$ cat config.mk
export PLATFORM = sky130hd
export DESIGN_NAME = uart_echo_buffer
export DESIGN_NICKNAME = d
export VERILOG_FILES = /design/src/rtl/uart_echo_buffer_pkg.sv /design/src/rtl/echo_fifo.sv /design/src/rtl/uart_echo_buffer.sv
export SDC_FILE = /design/constraint.sdc
export NUM_CORES = 1
export LEC_CHECK = 0
export BUFFER_PORTS_ARGS = -buffer_cell sky130_fd_sc_hd__buf_2
export CORE_MARGIN = 5
export CORE_UTILIZATION = 40
export DETAILED_ROUTE_END_ITERATION = 8
export SYNTH_ARGS = -nofsm -noshare
export SYNTH_HDL_FRONTEND = slang
export SYNTH_SLANG_ARGS = --single-unit
$ cat constraint.sdc
create_clock -name osc_clk -period 4 [get_ports osc_clk]
set_input_delay 0.8 -clock osc_clk [delete_from_list [all_inputs] [get_ports osc_clk]]
set_output_delay 0.8 -clock osc_clk [all_outputs]
set_load 0.01 [all_outputs]
$ cat src/rtl/uart_echo_buffer_pkg.sv
// rtl/uart_echo_buffer_pkg.sv - shared types, mode constants and width helper for the echo buffer.
package uart_echo_buffer_pkg;

   typedef enum logic [2:0] {
      IDLE,
      WAIT,
      LOAD,
      SEND,
      WAIT_DONE
   } state_e;

   localparam logic MODE_IMMEDIATE  = 1'b0;
   localparam logic MODE_IDLE_BURST = 1'b1;

   // Bits needed to index 'value' items; never less than one bit.
   function automatic int clog2w(input int value);
      return (value <= 2) ? 1 : $clog2(value);
   endfunction

endpackage

$ cat src/rtl/echo_fifo.sv
// rtl/echo_fifo.sv - synchronous FIFO with registered read data and wrap-bit pointers.
module echo_fifo
   import uart_echo_buffer_pkg::*;
#(
   parameter int WIDTH = 8,
   parameter int DEPTH = 16
) (
   input  logic                      clk,
   input  logic                      rst,
   input  logic                      wr_en,
   input  logic [WIDTH-1:0]          wr_data,
   input  logic                      rd_en,
   output logic [WIDTH-1:0]          rd_data,
   output logic                      full,
   output logic                      empty,
   output logic [clog2w(DEPTH):0]    count
);

   localparam int AW = clog2w(DEPTH);

   logic [AW:0]       wr_ptr_q, wr_ptr_d;
   logic [AW:0]       rd_ptr_q, rd_ptr_d;
   logic [WIDTH-1:0]  rd_data_q, rd_data_d;
   logic [WIDTH-1:0]  mem_q [DEPTH];
   logic [WIDTH-1:0]  mem_d [DEPTH];
   logic              wr_ok;
   logic              rd_ok;

   assign empty   = (wr_ptr_q == rd_ptr_q);
   assign full    = (wr_ptr_q[AW] != rd_ptr_q[AW]) &&
                    (wr_ptr_q[AW-1:0] == rd_ptr_q[AW-1:0]);
   assign count   = wr_ptr_q - rd_ptr_q;
   assign rd_data = rd_data_q;

   // A full FIFO drops the write even when a pop happens in the same cycle.
   assign wr_ok = wr_en && !full;
   assign rd_ok = rd_en && !empty;

   always_comb begin
      wr_ptr_d  = wr_ptr_q;
      rd_ptr_d  = rd_ptr_q;
      rd_data_d = rd_data_q;
      mem_d     = mem_q;
      if (wr_ok) begin
         mem_d[wr_ptr_q[AW-1:0]] = wr_data;
         wr_ptr_d                = wr_ptr_q + (AW+1)'(1);
      end
      if (rd_ok) begin
         rd_data_d = mem_q[rd_ptr_q[AW-1:0]];
         rd_ptr_d  = rd_ptr_q + (AW+1)'(1);
      end
   end

   always_ff @(posedge clk or posedge rst) begin
      if (rst) begin
         wr_ptr_q  <= '0;
         rd_ptr_q  <= '0;
         rd_data_q <= '0;
      end else begin
         wr_ptr_q  <= wr_ptr_d;
         rd_ptr_q  <= rd_ptr_d;
         rd_data_q <= rd_data_d;
      end
   end

   always_ff @(posedge clk) begin
      mem_q <= mem_d;
   end

endmodule

$ cat src/rtl/uart_echo_buffer.sv
// rtl/uart_echo_buffer.sv - store-and-forward buffer from uart_rx strobes to uart_tx loads,
// releasing immediately or in a burst after the receive line goes idle.
module uart_echo_buffer
   import uart_echo_buffer_pkg::*;
#(
   parameter int WIDTH        = 8,
   parameter int DEPTH        = 16,
   parameter int DELAY_CYCLES = 266000000
) (
   input  logic                      osc_clk,
   input  logic                      Reset,
   input  logic                      i_Rx_DV,
   input  logic [WIDTH-1:0]          i_Rx_Byte,
   input  logic                      i_Mode,
   input  logic                      i_Tx_Active,
   input  logic                      i_Tx_Done,
   output logic                      o_Tx_DV,
   output logic [WIDTH-1:0]          o_Tx_Byte,
   output logic [clog2w(DEPTH):0]    o_Count,
   output logic                      o_Overflow,
   output logic                      o_Draining
);

   localparam int              TW         = clog2w(DELAY_CYCLES + 1);
   localparam logic [TW-1:0]   TIMER_LAST = TW'(DELAY_CYCLES - 1);

   state_e         state_q, state_d;
   logic           mode_q, mode_d;
   logic [TW-1:0]  timer_q, timer_d;
   logic           overflow_q, overflow_d;
   logic           rx_dv_q, rx_dv_d;
   logic           fifo_full;
   logic           fifo_empty;
   logic           fifo_rd;

   echo_fifo #(
      .WIDTH (WIDTH),
      .DEPTH (DEPTH)
   ) u_fifo (
      .clk     (osc_clk),
      .rst     (Reset),
      .wr_en   (i_Rx_DV),
      .wr_data (i_Rx_Byte),
      .rd_en   (fifo_rd),
      .rd_data (o_Tx_Byte),
      .full    (fifo_full),
      .empty   (fifo_empty),
      .count   (o_Count)
   );

   always_comb begin
      state_d    = state_q;
      mode_d     = mode_q;
      timer_d    = timer_q;
      overflow_d = overflow_q | (i_Rx_DV & fifo_full);
      rx_dv_d    = i_Rx_DV;
      fifo_rd    = 1'b0;
      unique case (state_q)
         IDLE: begin
            mode_d = i_Mode;
            if (!fifo_empty) begin
               if (mode_q == MODE_IDLE_BURST) begin
                  state_d = WAIT;
                  timer_d = '0;
               end else begin
                  state_d = LOAD;
               end
            end
         end
         WAIT: begin
            // Restart from the cycle a word lands in the buffer, so idle time is
            // measured the same way whether the word arrived in IDLE or in WAIT.
            if (rx_dv_q) begin
               timer_d = '0;
            end else if (timer_q != TIMER_LAST) begin
               timer_d = timer_q + TW'(1);
            end
            if (!i_Rx_DV && !rx_dv_q && timer_q == TIMER_LAST) begin
               state_d = LOAD;
            end
         end
         LOAD: begin
            if (!i_Tx_Active) begin
               fifo_rd = 1'b1;
               state_d = SEND;
            end
         end
         SEND: begin
            state_d = WAIT_DONE;
         end
         WAIT_DONE: begin
            if (i_Tx_Done) begin
               state_d = fifo_empty ? IDLE : LOAD;
            end
         end
         default: begin
            state_d = IDLE;
         end
      endcase
   end

   always_ff @(posedge osc_clk or posedge Reset) begin
      if (Reset) begin
         state_q    <= IDLE;
         mode_q     <= MODE_IMMEDIATE;
         timer_q    <= '0;
         overflow_q <= 1'b0;
         rx_dv_q    <= 1'b0;
      end else begin
         state_q    <= state_d;
         mode_q     <= mode_d;
         timer_q    <= timer_d;
         overflow_q <= overflow_d;
         rx_dv_q    <= rx_dv_d;
      end
   end

   assign o_Tx_DV    = (state_q == SEND);
   assign o_Overflow = overflow_q;
   assign o_Draining = (state_q != IDLE) && (state_q != WAIT);

endmodule

=== Word level (Yosys, flattened, before mapping) ===
Index checks and enable logic that the tools add are counted.

* $add $sub $neg: 4
* $lt $le $gt $ge: 3
* Equal/unequal tests: 16
* Muxes and demuxes: 20
* Bitwise logic cells: 4
* Reduce and logical (&&, ||, !) cells: 16

{| class="wikitable"
|+ Operator list
! kind !! number
|-
| bitwise mux 128 bit || 1
|-
| two-way mux 28 bit || 4
|-
| case mux 28 bit (2 select lines) || 1
|-
| binary-select mux 8 bit (select 4 bit) || 1
|-
| demux 8 bit (select 4 bit) || 1
|-
| adder 28 x 1 -> 28 bit (second input constant) || 1
|-
| equality test 28 bit (second input constant) || 1
|-
| != test 28 bit (second input constant) || 1
|-
| two-way mux 8 bit || 3
|-
| case mux 3 bit (5 select lines) || 1
|-
| two-way mux 3 bit || 4
|-
| adder 5 x 1 -> 5 bit (second input constant) || 2
|-
| >= comparator 5 bit (second input constant) || 2
|-
| != test 2 bit (second input constant) || 5
|-
| NOT 4 -> 5 bit || 2
|-
| AND reduction 4 bit || 2
|-
| logical AND 1 bit || 7
|-
| equality test 3 x 2 -> 1 bit (second input constant) || 2
|-
| equality test 5 bit || 1
|-
| < comparator 5 x 1 -> 1 bit (second input constant) || 1
|-
| subtractor 5 bit || 1
|-
| equality test 4 bit || 1
|-
| zero test 1 bit || 4
|-
| two-way mux 2 bit || 2
|-
| 11 further kinds || 12
|}

* Flip-flop bits (word level): 180
* Input port bits: 14
* Output and inout port bits: 16

=== Longest topological paths before layout ===
* Depth in word-level cells: 6
* Mapped depth: 11

=== By module ===
A second synthesis with hierarchy kept.

* Cell total of the unflattened synthesis: 539
* Area total of the unflattened synthesis: 8000.2 sq um

{| class="wikitable"
|+ By module, submodules not included
! module !! times used !! cells each !! area an instance (sq um) !! sequential area each (sq um)
|-
| echo_fifo || 1 || 302 || 5878.1 || 4294.1
|-
| uart_echo_buffer || 1 || 237 || 2122.0 || 850.8
|}

=== Worst setup path before layout ===
OpenSTA, ideal clock, no wires.

* Path kind: reg2reg
* Start: register u_fifo.rd_ptr_q[1]
* End: register u_fifo.mem_q[100] (netlist name), enable pin
* Setup time: 383 ps
* Arrival: 2668 ps
* Data required time: 3617 ps
* Slack: 948 ps
* Cell stages (with the launch flop): 10
* Buffers on the path: 2
* Clock period less this slack: 3052 ps
* Path through: dfrtp_1 > clkbuf_1 > clkbuf_1 > inv_1 > ha_1 > nand4_1 > nor2_1 > nor2_1 > nand2_1 > nor3_1

* Longest elaborated chain between the ends: 4

{| class="wikitable"
|+ Ends and longest elaborated chain
! element !! line !! RTL
|-
| from (decl) || echo_fifo.sv:22 || <nowiki>logic [AW:0] rd_ptr_q, rd_ptr_d;</nowiki>
|-
| from (signal assigned) || echo_fifo.sv:61 || <nowiki>rd_ptr_q <= rd_ptr_d;</nowiki>
|-
| equality test 4 bit || echo_fifo.sv:31 || <nowiki>(wr_ptr_q[AW-1:0] == rd_ptr_q[AW-1:0]);</nowiki>
|-
| logical AND 1 bit || echo_fifo.sv:30 || <nowiki>assign full = (wr_ptr_q[AW] != rd_ptr_q[AW]) &&</nowiki>
|-
| zero test 1 bit || echo_fifo.sv:36 || <nowiki>assign wr_ok = wr_en && !full;</nowiki>
|-
| logical AND 1 bit || echo_fifo.sv:36 ||
|-
| to (signal assigned) || echo_fifo.sv:67 || <nowiki>mem_q <= mem_d;</nowiki>
|-
| to (decl) || echo_fifo.sv:24 || <nowiki>logic [WIDTH-1:0] mem_q [DEPTH];</nowiki>
|}

No other way between the ends.
A chain may end at the register's enable or synchronous reset.

=== Final worst setup path ===
* Start: register u_fifo.rd_ptr_q[2]
* End: output port o_Count[4]

* Longest elaborated chain between the ends: 1

{| class="wikitable"
|+ Ends and longest elaborated chain
! element !! line !! RTL
|-
| subtractor 5 bit || echo_fifo.sv:32 || <nowiki>assign count = wr_ptr_q - rd_ptr_q;</nowiki>
|-
| to (decl) || uart_echo_buffer.sv:19 || <nowiki>output logic [clog2w(DEPTH):0] o_Count,</nowiki>
|}

No other way between the ends.

==> results.sh <==
export IMPL_run_status="complete, no violations"
export IMPL_chipHeight_um=151
export IMPL_die_area_um2=22800
export IMPL_highest_signal_layer="met4"
export IMPL_logic_pwr_share=0.318
export IMPL_num_nets_final=611
export IMPL_routed_via_density=5.57
export IMPL_via_count_of_the_first_global_routing_pass=4843
export IMPL_areaGrowthSynthToFinish_pct=13.4
export IMPL_worst_endpoint_arrival_ns=2.26
export IMPL_timing_critical_path_slowest_stage_cell="dfrtp_1"
export IMPL_power_per_cell_area_nw_per_um2=677
export IMPL_initialDrtViolationCount=477
export IMPL_finalCriticalPeriod_ns=3.06
export IMPL_drv_cap=0
export IMPL_endpoint_kind="output pin"
export IMPL_finalCritPeriodShare=0.764
export IMPL_ys_warnings_count=0
export IMPL_synthesis_area_per_instance_um2=14.4
export IMPL_ioPinCount=30
export IMPL_dp_cells=832
export IMPL_worstSetupPathType="flop to output pin"
export IMPL_htreeDepth=4
export IMPL_wp_data_required_ns=3.20
export IMPL_crit_path_max_incr_delay_ns=0.45
export IMPL_grt_setup_unrepaired="false"
export IMPL_clk_latency_ns=0.44
export IMPL_cts_setup_buffers=0
export IMPL_grt_util_all_layers=0.161
export IMPL_gpl_final_weighted_congestion=0.831
export IMPL_wl_per_cell_um=19.7
export IMPL_rows=51
export IMPL_slew_headroom=0.248
export IMPL_power_clock_fraction=0.281
export IMPL_synth_nets=579
export IMPL_switching_share=0.357
export IMPL_clkSlewWorstSetupHoldPaths_ns=0.07
export IMPL_synth_seq_cells=180
export IMPL_count_of_cell_types_in_the_netlist=64
export IMPL_finish_cell_count_without_fillers=864
export IMPL_overflow_left_after_global_routing=0
export IMPL_placeableCoreArea_um2=19500
export IMPL_antenna_cells_inserted=0
export IMPL_synth_sequential_area_ratio=0.646
export IMPL_drive_gt1_frac=0.202
export IMPL_wire_length_of_the_first_global_routing_pass_um=27700
export IMPL_intPower_mw=3.94
export IMPL_r2r_setup_slack_ns=1.11
export IMPL_max_ir_drop_vdd_v=0.000383
export IMPL_met3_wirelength_um=825
export IMPL_synth_enable_flop_cells=128
export IMPL_drc_errors=0
export IMPL_power_leakage_nw=3.32
export IMPL_worst_hold_path_type="flop to flop"
export IMPL_detailed_place_hpwl_um=11600
export IMPL_timing_critical_path_cells="clkinv_1, ha_1, a21o_1, a21oi_1, xnor2_1, buf_2"
export IMPL_tritoncts_num_sinks=180
export IMPL_grt_antenna_before_repair=0
export IMPL_nFillCells=1702
export IMPL_clockRootBuffer="clkbuf_16"
export IMPL_setup_violations_final=0
export IMPL_crit_path_max_fanout=9
export IMPL_setup_worst_path_start_class="flop"
export IMPL_timing_worst_slew_pin_value_ns=1.13
export IMPL_clock_path_buffers=2
export IMPL_fmaxAchievable_mhz=327
export IMPL_antenna_violating_nets_post_route=0
export IMPL_wl_met2_um=7630
export IMPL_cts_inserted_buffers=17
export IMPL_num_vias=4815
export IMPL_m1WireLength_um=8390
export IMPL_die_width_um=151
export IMPL_tns_ns=0
export IMPL_finalWirelength_um=17000
export IMPL_synthFlopType="edfxtp_1"
export IMPL_io_buffer_count=29
export IMPL_post_synth_design_cell_area_um2=7970
export IMPL_switchingPower_mw=2.19
export IMPL_cts_tree="yes"
export IMPL_initial_util=0.408
export IMPL_report_final_hold_viol_count=0
export IMPL_netlist_instances=554
export IMPL_total_count_of_max_transition_violations_in_the_final_report=0
export IMPL_clock_skew_final_ns=0.0134
export IMPL_postCtsResizedCells=0
export IMPL_async_flop_share=0.289
export IMPL_1st_pass_router_iterations=4
export IMPL_grt_start_max_net_pins=53
export IMPL_power_frac_seq=0.401
export IMPL_cts_hold_fix_buffers=0
power by group through the flow:
stage | logic, mW | registers [mW] | clock network, mW
finish | 1.95 | 2.46 | 1.72
global route | 2.14 | 2.48 | 1.84
detailed placement | 1.96 | 2.49 | 0
global placement | 1.92 | 2.48 | 0
CTS | 1.96 | 2.45 | 1.76
floorplan | 1.41 | 2.41 | 0
critical path: cells and delay by family (launching register included):
| family | cells | cell delay [ns] |
|---|---|---|
| xor gates and xnor gates | 1 | 0.15 |
| AOI/OAI and AO/OA | 2 | 0.35 |
| adders and majority gates | 1 | 0.43 |
| buffers and inverters | 2 | 0.44 |
| DFF | 1 | 0.45 |
stage by stage:
| stage | utilization | worst slack (ns) | hold WS (ns) | power (mW) | cell area, um^2 |
|---|---|---|---|---|---|
| finish | 0.463 | 0.945 | 0.492 | 6.12 | 9040 |
| global route | 0.463 | 0.787 | 0.505 | 6.46 | 9040 |
| CTS | 0.463 | 0.913 | 0.489 | 6.17 | 9040 |
| detailed placement | 0.430 | 1.13 | 0.472 | 4.45 | 8400 |
| global placement | 0.430 | 1.25 | 0.457 | 4.40 | 8400 |
| floorplan | - | 0.948 | 0.488 | 3.82 | 7970 |
flip-flops by register name, summed over array words and instances (netlist names):
| signal | flops |
|---|---|
| u_fifo.mem_q | 128 |
| timer_q | 28 |
| u_fifo.rd_data | 8 |
| u_fifo.rd_ptr_q | 5 |
| u_fifo.wr_ptr_q | 5 |
| state_q | 3 |
| mode_q | 1 |
| o_Overflow | 1 |
| rx_dv_q | 1 |
path summary, 6_finish.rpt:
check / from / endpoint / depth (start not counted)
worst max-delay path: u_fifo.rd_ptr_q[2] / o_Count[4] / 6
worst min-delay path: o_Overflow / o_Overflow / 1
worst max register to register: u_fifo.rd_ptr_q[3] / u_fifo.mem_q[21] / 8
worst min register to register: o_Overflow / o_Overflow / 1
max in group asynchronous: Reset / u_fifo.rd_ptr_q[0] / 2
min in group asynchronous: Reset / u_fifo.rd_ptr_q[4] / 2
layout make-up:
| cell class | count | area (um^2) | area share |
|---|---|---|---|
| clock buffer | 17 | 425 | 0.0471 |
| clock inverter | 15 | 214 | 0.0237 |
| inverter | 16 | 60.1 | 0.00664 |
| multi-input combinational | 331 | 2630 | 0.291 |
| sequential | 180 | 5150 | 0.569 |
| tap | 265 | 332 | 0.0367 |
| timing repair buffer | 40 | 228 | 0.0252 |
logic make-up (layout without fill, tap and decap cells):
family                     Yosys count  after routing  share of synthesized area
DFF                                180            180                      0.646
buffers and inverters               43             88                     0.0240
xor gates and xnor gates            13             13                     0.0143
adders and majority gates           11             11                     0.0182
muxes                               41             41                      0.102
AOI/OAI and AO/OA                   83             83                     0.0749
and+or+nand+nor                    183            183                      0.121
cell usage after synthesis (3+ instances only):
master,n,share of area
and3_1,5,0.0039
xnor2_1,12,0.013
a31oi_1,12,0.0094
nand4_1,13,0.010
buf_2,12,0.0075
clkbuf_1,11,0.0052
and4_1,3,0.0033
or3_1,5,0.0039
o21ai_1,3,0.0019
nor2_1,31,0.015
a221o_1,8,0.010
inv_1,14,0.0066
a21boi_0,5,0.0047
o21ai_0,11,0.0069
dfrtp_1,52,0.16
mux4_2,32,0.090
nand2b_1,5,0.0039
nand2_1,54,0.025
nor3_2,3,0.0038
nand3_1,19,0.012
a21o_1,7,0.0066
edfxtp_1,128,0.48
a211o_1,4,0.0044
nor3_1,21,0.013
mux2i_1,9,0.011
a2bb2oi_1,6,0.0066
ha_1,10,0.016
a21oi_1,10,0.0063
a41oi_1,3,0.0033
placed cells by master, fill, tap and decap left out, types with 3 or more instances in the layout:
cell type and n:
a2bb2oi_1 6, buf_4 11, nand3_1 19, o21ai_1 3, and4_1 3, inv_8 3
nand2_1 54, a41oi_1 3, a221o_1 8, mux2i_1 9, and3_1 5, a21o_1 7
nand4_1 13, buf_2 29, a21boi_0 5, dfrtp_1 51, inv_1 13, mux4_2 32
nor2_1 31, nor3_2 3, xnor2_1 12, clkbuf_16 17, a211o_1 4, a31oi_1 12
nor3_1 21, inv_12 3, o21ai_0 11, nand2b_1 5, edfxtp_1 128, a21oi_1 10
or3_1 5, ha_1 10, clkinv_8 7
per-layer routing:
| metal | up-vias | track usage |
|---|---|---|
| met5 | - | 0 |
| met4 | 0 | 0.0462 |
| met3 | 16 | 0.0347 |
| met2 | 132 | 0.235 |
| met1 | 2455 | 0.245 |
| li1 | 2212 | - |
Note: power is estimated with default switching activity, not from simulation.
